## src/rtl/inst_mem_loader.sv

```systemverilog
// Instruction memory loader: receives a framed, checksummed program image as a
// byte stream, writes little-endian words to consecutive addresses, and releases core_rst.
module inst_mem_loader #(
    parameter int WIDTH      = 32,
    parameter int ADDR_WIDTH = 11
) (
    input  logic                  clk,
    input  logic                  rst,
    input  logic                  start,
    input  logic                  byte_valid,
    input  logic [7:0]            byte_data,
    output logic                  byte_ready,
    output logic                  mem_we,
    output logic [ADDR_WIDTH-1:0] mem_addr,
    output logic [WIDTH-1:0]      mem_wdata,
    output logic                  core_rst,
    output logic                  busy,
    output logic                  done,
    output logic                  err
);

    typedef enum logic [2:0] {
        S_IDLE,
        S_LEN_LO,
        S_LEN_HI,
        S_DATA,
        S_CHECK,
        S_DONE,
        S_ERR
    } state_t;

    // Largest legal word count: exactly fills the memory.
    localparam logic [16:0] DEPTH = 17'd1 << ADDR_WIDTH;

    state_t           state, state_next;
    logic [7:0]       len_lo;
    logic [15:0]      len;
    logic [15:0]      word_cnt;
    logic [1:0]       byte_idx;
    logic [7:0]       csum;
    logic [WIDTH-1:0] word_buf;
    logic [WIDTH-1:0] word_next;
    logic [16:0]      len_in;
    logic             accept;
    logic             load_start;
    logic             last_word;

    always_comb begin
        state_next = state;
        byte_ready = 1'b0;
        busy       = 1'b0;
        done       = 1'b0;
        err        = 1'b0;
        core_rst   = 1'b1;
        load_start = 1'b0;
        len_in     = {1'b0, byte_data, len_lo};
        last_word  = (byte_idx == 2'd3) && ((word_cnt + 16'd1) == len);
        word_next  = word_buf;
        word_next[{byte_idx, 3'b000} +: 8] = byte_data;

        unique case (state)
            S_IDLE: begin
                if (start) begin
                    state_next = S_LEN_LO;
                    load_start = 1'b1;
                end
            end
            S_LEN_LO: begin
                byte_ready = 1'b1;
                busy       = 1'b1;
                if (byte_valid) state_next = S_LEN_HI;
            end
            S_LEN_HI: begin
                byte_ready = 1'b1;
                busy       = 1'b1;
                if (byte_valid) begin
                    if (len_in > DEPTH)     state_next = S_ERR;
                    else if (len_in == '0)  state_next = S_CHECK;
                    else                    state_next = S_DATA;
                end
            end
            S_DATA: begin
                byte_ready = 1'b1;
                busy       = 1'b1;
                if (byte_valid && last_word) state_next = S_CHECK;
            end
            S_CHECK: begin
                byte_ready = 1'b1;
                busy       = 1'b1;
                if (byte_valid) state_next = (byte_data == csum) ? S_DONE : S_ERR;
            end
            S_DONE: begin
                done     = 1'b1;
                core_rst = 1'b0;
                if (start) begin
                    state_next = S_LEN_LO;
                    load_start = 1'b1;
                end
            end
            S_ERR: begin
                err = 1'b1;
                if (start) begin
                    state_next = S_LEN_LO;
                    load_start = 1'b1;
                end
            end
            default: state_next = S_IDLE;
        endcase

        accept = byte_valid && byte_ready;
    end

    always_ff @(posedge clk) begin
        if (rst) begin
            state     <= S_IDLE;
            mem_we    <= 1'b0;
            mem_addr  <= '0;
            mem_wdata <= '0;
            len_lo    <= '0;
            len       <= '0;
            word_cnt  <= '0;
            byte_idx  <= '0;
            csum      <= '0;
            word_buf  <= '0;
        end else begin
            state  <= state_next;
            mem_we <= 1'b0;

            if (load_start) begin
                csum     <= '0;
                word_cnt <= '0;
                byte_idx <= '0;
                word_buf <= '0;
            end

            if (accept) begin
                unique case (state)
                    S_LEN_LO: begin
                        len_lo <= byte_data;
                        csum   <= csum ^ byte_data;
                    end
                    S_LEN_HI: begin
                        len  <= {byte_data, len_lo};
                        csum <= csum ^ byte_data;
                    end
                    S_DATA: begin
                        csum     <= csum ^ byte_data;
                        byte_idx <= byte_idx + 2'd1;
                        if (byte_idx == 2'd3) begin
                            // Word complete: issue the write next cycle at the current count.
                            mem_we    <= 1'b1;
                            mem_addr  <= word_cnt[ADDR_WIDTH-1:0];
                            mem_wdata <= word_next;
                            word_cnt  <= word_cnt + 16'd1;
                            word_buf  <= '0;
                        end else begin
                            word_buf <= word_next;
                        end
                    end
                    default: ;
                endcase
            end
        end
    end

endmodule

```

## config.mk

```make
export PLATFORM = sky130hd
export DESIGN_NAME = inst_mem_loader
export DESIGN_NICKNAME = d
export VERILOG_FILES = /design/src/rtl/inst_mem_loader.sv
export SDC_FILE = /design/constraint.sdc
export NUM_CORES = 1
export LEC_CHECK = 0
export ABC_AREA = 1
export CORE_ASPECT_RATIO = 1.2
export CORE_MARGIN = 2
export CORE_UTILIZATION = 55
export CTS_CLUSTER_DIAMETER = 120
export CTS_CLUSTER_SIZE = 14
export DETAILED_ROUTE_END_ITERATION = 10
export PLACE_DENSITY = 0.78
export SYNTH_ARGS = -nofsm -noshare
export SYNTH_HDL_FRONTEND = slang
export SYNTH_SLANG_ARGS = --single-unit
export TNS_END_PERCENT = 100
```

## constraint.sdc

```tcl
create_clock -name clk -period 4.9 [get_ports clk]
set_input_delay 1.47 -clock clk [delete_from_list [all_inputs] [get_ports clk]]
set_output_delay 1.47 -clock clk [all_outputs]
set_load 0.03 [all_outputs]
```

# Yosys cells after proc, flatten, opt, wreduce, memory -nomap -nowiden
# Cells that the tools add are included.
# Widths: inputs -> output; s select.
totals:
  reg_bits: 129
  in_bits: 12
  out_inout_bits: 49
op_classes:
  add_sub_neg: 3
  order_cmp: 1
  n_eq_ne: 14
  shifts: 2
  mux: 31
  bitwise_logic: 3
  n_reduce_logical: 13
ops:
  columns: ["op", "count"]
  rows:
  - ["$mux 32", 4]
  - ["$mux 16", 4]
  - ["$bwmux 32", 1]
  - ["$shift 8x7->32 const A", 1]
  - ["$shiftx 8x7->32", 1]
  - ["$mux 8", 3]
  - ["$mux 3", 7]
  - ["$add 16x1->16 const B", 1]
  - ["$eq 16x16->1", 1]
  - ["$gt 16x12->1 const B", 1]
  - ["$logic_not 16->1", 1]
  - ["$pmux 3 s5", 1]
  - ["$eq 3x3->1 const B", 3]
  - ["$reduce_or 3->1", 3]
  - ["$eq 8x8->1", 1]
  - ["$mux 2", 4]
  - ["$ne 2x2->1 const B", 4]
  - ["$xor 8x8->8", 1]
  - ["$mux 1", 7]
  - ["$neg 5->7", 1]
  - ["$eq 3x2->1 const B", 2]
  - ["$reduce_and 5->1", 1]
  - ["$reduce_and 2->1", 2]
  - ["$reduce_or 4->1", 1]
  - ["other kinds (8)", 11]

# Logic depth before layout (Yosys ltp)
depth:
  word_depth: 7
  ltp_mapped: 17
  ltp_nobuf: 17

# Worst setup path after synthesis
# No wires, ideal clock.
synth_path:
  path_type: "reg2out"
  from: "reg state[0]"
  to: "out core_rst"
  arrival_time_ns: 1.237
  required_time_ns: 3.430
  path_slack_ns: 2.193
  stages_incl_launch_ff: 5
  path_buffers: 1
  cell_sequence: "dfxtp_1 clkbuf_2 inv_1 nor2_1 inv_1"
synth_via:
  elab_chain_cells: 2
synth_lines:
  columns: ["element", "line_no", "text"]
  rows:
  - ["start, declared", "35", "state_t state, state_next;"]
  - ["start signal, assigned", "126", "state <= state_next;"]
  - ["$eq 3x3->1", "61", "unique case (state)"]
  - ["$mux 1", "61", null]
  - ["end, declared", "16", "output logic core_rst,"]
# Every way passes these cells.

# Final worst setup path
layout_path:
  from: "reg state[0]"
  to: "out busy"
layout_via:
  elab_chain_cells: 3
  elab_cells_between_ends: 6
layout_lines:
  columns: ["element", "line_no", "text"]
  rows:
  - ["$eq 3x2->1, or another cell as far along", "61", null]
  - ["$reduce_or 4->1 (no line) (*)", null, null]
  - ["$mux 1 (*)", "61", null]
  - ["end, declared", "17", "output logic busy,"]
# Every way passes the cells marked *; elsewhere a longest branch is shown, timed or not.

==> results.toml <==
[power]
share_seq_of_total_power = 0.373
leakagePower_nw = 3.020
power.switching_fraction = 0.3092
cellInternalPower_mw = 2.193
combinational_power_share = 0.212
power_per_unit_of_standard_cell_area_nw_per_um2 = 437.5
clock_share_of_power = 0.414
total_power_mw = 3.175
irDropWorstVdd_v = 0.0002677
power.net_switching_uw = 981.7

[grt]
grt_first_pass_wirelength_mm = 25.01
first_global_vias = 5409
overflow = 0
largest_net_degree_at_the_start_of_global_routing = 53
grt_antenna_before_repair = 0
gr-usage-all-layers = 0.2637

[yosys]
syn_nets = 862
yosysSeqAreaShare = 0.4340
synthAdderAreaFrac = 0.01472
synth-compound-area-share = 0.1735
synth_cells = 843
ys_ff_latch = 129
synth.lib_cells_used.distinct = 38
yosysWarnings = 0
post_synth_and_or_nand_nor_area_fraction = 0.2733
syn_area_sq_um = 5951
synth.mux.area_fraction = 0
post_synth.cell_area_avg_sq_um = 7.059
synth-xor-area-share = 0.01850
largest_family_of_logic_cells_by_synthesized_area = "simple AND/OR/NAND/NOR gates"

[sta]
final_setup_skew_ns = 0.009104
worst_slew_pin_slew_ns = 0.7751
setup_tns_ns = 0
timing.slew.headroom = 0.4814
final_period_minus_worst_setup_slack_ns = 3.667
timing.final.hold_violations = 0
number_of_max_slew_violations_in_the_final_report = 0
setup_violations = 0
final_min_period_over_clock_period = 0.7484
grt_setup_unrepaired = "false"
achievable-frequency_ghz = 0.2727
finalHoldWorstSlack_ns = 0.4561

[detailed_routing]
highest-signal-layer = "met4"
avgRoutedWirePerCell_um = 14.90
drc = 0
ant_nets = 0
drt_first_iter_violations = 414
detail_routed_via_count_per_cell = 5.550
totalWireLength_mm = 15.45
detailroute.wirelength.met2_mm = 7.799
routedLengthMet1_mm = 6.088
met3_wirelength_from_detailed_routing_um = 923
first_pass_iters = 5
vias = 5755

[cts]
clkSinkCount = 129
cts_made_buffers = 17
worstSkewPairLatency_ns = 0.42
clock_path_buffers = 2
clk_transition_reported_paths_ns = 0.06
cts_hold_repair.buffers = 0
tritoncts_clock_tree = "built"
post_cts.resized_instances = 0
cts_setup_buffers = 0
clock-root-buffer = "clkbuf_16"
ctsHtreeMaxLevel = 4

[setup_path]
timing_worst_setup_path_type = "reg2out"
crit_arrival_ns = 2.20
slowest_stage = "clkdlybuf4s50_1"
slowest_delay_ns = 0.67
crit_top_cell = "inv_1"
worst-path-max-fanout = 8
critical_path.cell_chain = "inv_1 -> nor3_1 -> inv_1 -> nand2_1 -> nor2_1 -> inv_1 -> clkdlybuf4s50_1"
cpLargestDelayFamily = "buffers and inverters"
worst_setup_path_start_kind = "flop"
crit_path_end_kind = "primary output"
cp.buffers_inverters = 4
worst_ep_required_time_ns = 3.43

[run_status]
outcome = "finished clean"

[finish]
antennaDiodeCount = 0
finalNetCount = 915
final_layout_size_suffix_gt1_frac = 0.06608
area_delta_synth_final_pct = 21.93

[floorplan]
die-width_um = 98.96
top_level_ports = 61
die-height_um = 117.9
start_util = 0.5659
placement_rows = 41
core_region_area_sq_um = 10520
die-area_sq_um = 11670

[run]
maxCapViolations = 0

[min_path]
holdCritPathClass = "reg2reg"

[placed_design]
hpwlAfterDp_mm = 10.82
globalplace.congestion = 0.8608
port-buffer-count = 60
[cell usage after synthesis (all sizes together)]
cell,count,area [sq um]
a21oi,63,315.3
clkinv,2,7.510
xnor2,1,8.760
o31ai,1,7.510
dfxtp,129,2582
o32ai,4,35.03
nand3b,3,22.52
a211oi,1,7.510
nand4,8,50.05
nand3,41,210.2
o21a,8,60.06
o22ai,5,31.28
and2,3,18.77
a21boi,8,60.06
xnor3,1,22.52
nor3,10,50.05
nor2,68,316.5
ha,7,87.58
buf,5,33.78
o21ai,79,395.4
nor4,5,31.28
nand2,240,920.9
or2,1,6.260
clkbuf,27,102.6
a22oi,16,120.1
xor2,9,78.83
inv,98,367.8
[logic make-up after synthesis]
group,Yosys count
AOI/OAI and AO/OA,185
adders and majority gates,7
and+or+nand+nor,379
buffers and inverters,132
xor gates and xnor gates,11
DFF,129
[registers in the layout (all words and copies together) (netlist names), 2 cells and up]
name / count
csum: 8
word_buf: 32
state: 3
len_lo: 8
mem_wdata: 32
len: 16
mem_addr: 11
word_cnt: 16
byte_idx: 2
[metal layers]
| metal | track usage | up-vias |
|---|---|---|
| li1 | - | 2846 |
| met1 | 0.2947 | 2631 |
| met2 | 0.4641 | 221 |
| met3 | 0.05879 | 57 |
| met4 | 0.1318 | 0 |
| met5 | 0 | - |
[final timing paths]
| kind | cells after the start | slack [ns] | endpoint | startpoint |
|---|---|---|---|---|
| setup reg to reg | 8 | 2.56 | mem_wdata[14] | state[0] |
| hold / removal | 2 | 0.46 | mem_wdata[23] | mem_wdata[23] |
| hold reg to reg | 2 | 0.46 | mem_wdata[23] | mem_wdata[23] |
| setup / recovery | 7 | 1.23 | busy | state[0] |
[power by group through the flow]
| stage | clock (mW) | combinational [mW] | sequential [mW] |
|---|---|---|---|
| floorplan | 0 | 0.495 | 1.18 |
| global placement | 0 | 0.636 | 1.20 |
| detailed placement | 0 | 0.658 | 1.20 |
| CTS | 1.32 | 0.665 | 1.18 |
| global route | 1.37 | 0.735 | 1.19 |
| finish | 1.32 | 0.673 | 1.19 |
[cell type report]
type	instances	area (sq um)
clock inverter	8	126.4
timing repair buffer	66	645.6
tap	129	161.4
fill	869	3261
sequential	129	2582
clock buffer	23	498.0
inverter	100	375.4
multi-input combinational	582	2867
[cells in the final DEF, fill, tap and decap left out, types with 8 or more instances in the layout]
cell type	n
nand2_1	236
dfxtp_1	129
inv_1	94
o21ai_0	76
a21oi_1	63
clkdlybuf4s50_1	60
nor2_1	53
nand3_1	40
clkbuf_16	17
a22oi_1	16
nor3_1	10
nor2_2	10
xor2_1	9
a21boi_0	8
o21a_1	8
nand4_1	8
[stage by stage]
| step | utilization | setup WS [ns] | instances | instance area [sq um] |
|---|---|---|---|---|
| floorplan | - | 2.193 | 843 | 5951 |
| finish | 0.6899 | 1.233 | 1037 | 7256 |
| CTS | 0.6899 | 1.251 | 1037 | 7256 |
| global route | 0.6899 | 1.061 | 1037 | 7256 |
| global placement | 0.6306 | 1.406 | 1006 | 6631 |
| detailed placement | 0.6306 | 1.227 | 1006 | 6631 |
[worst register-to-register path: stages, from the launching register on]
cell and delay, ns:
dfxtp_1 0.47, nand2_1 0.11, nor2_1 0.14, nand2_1 0.12, inv_1 0.14, nand2_1 0.12, nor2_2 0.39, inv_2 0.43
o21ai_0 0.33
(Power assumes the default switching activity.)
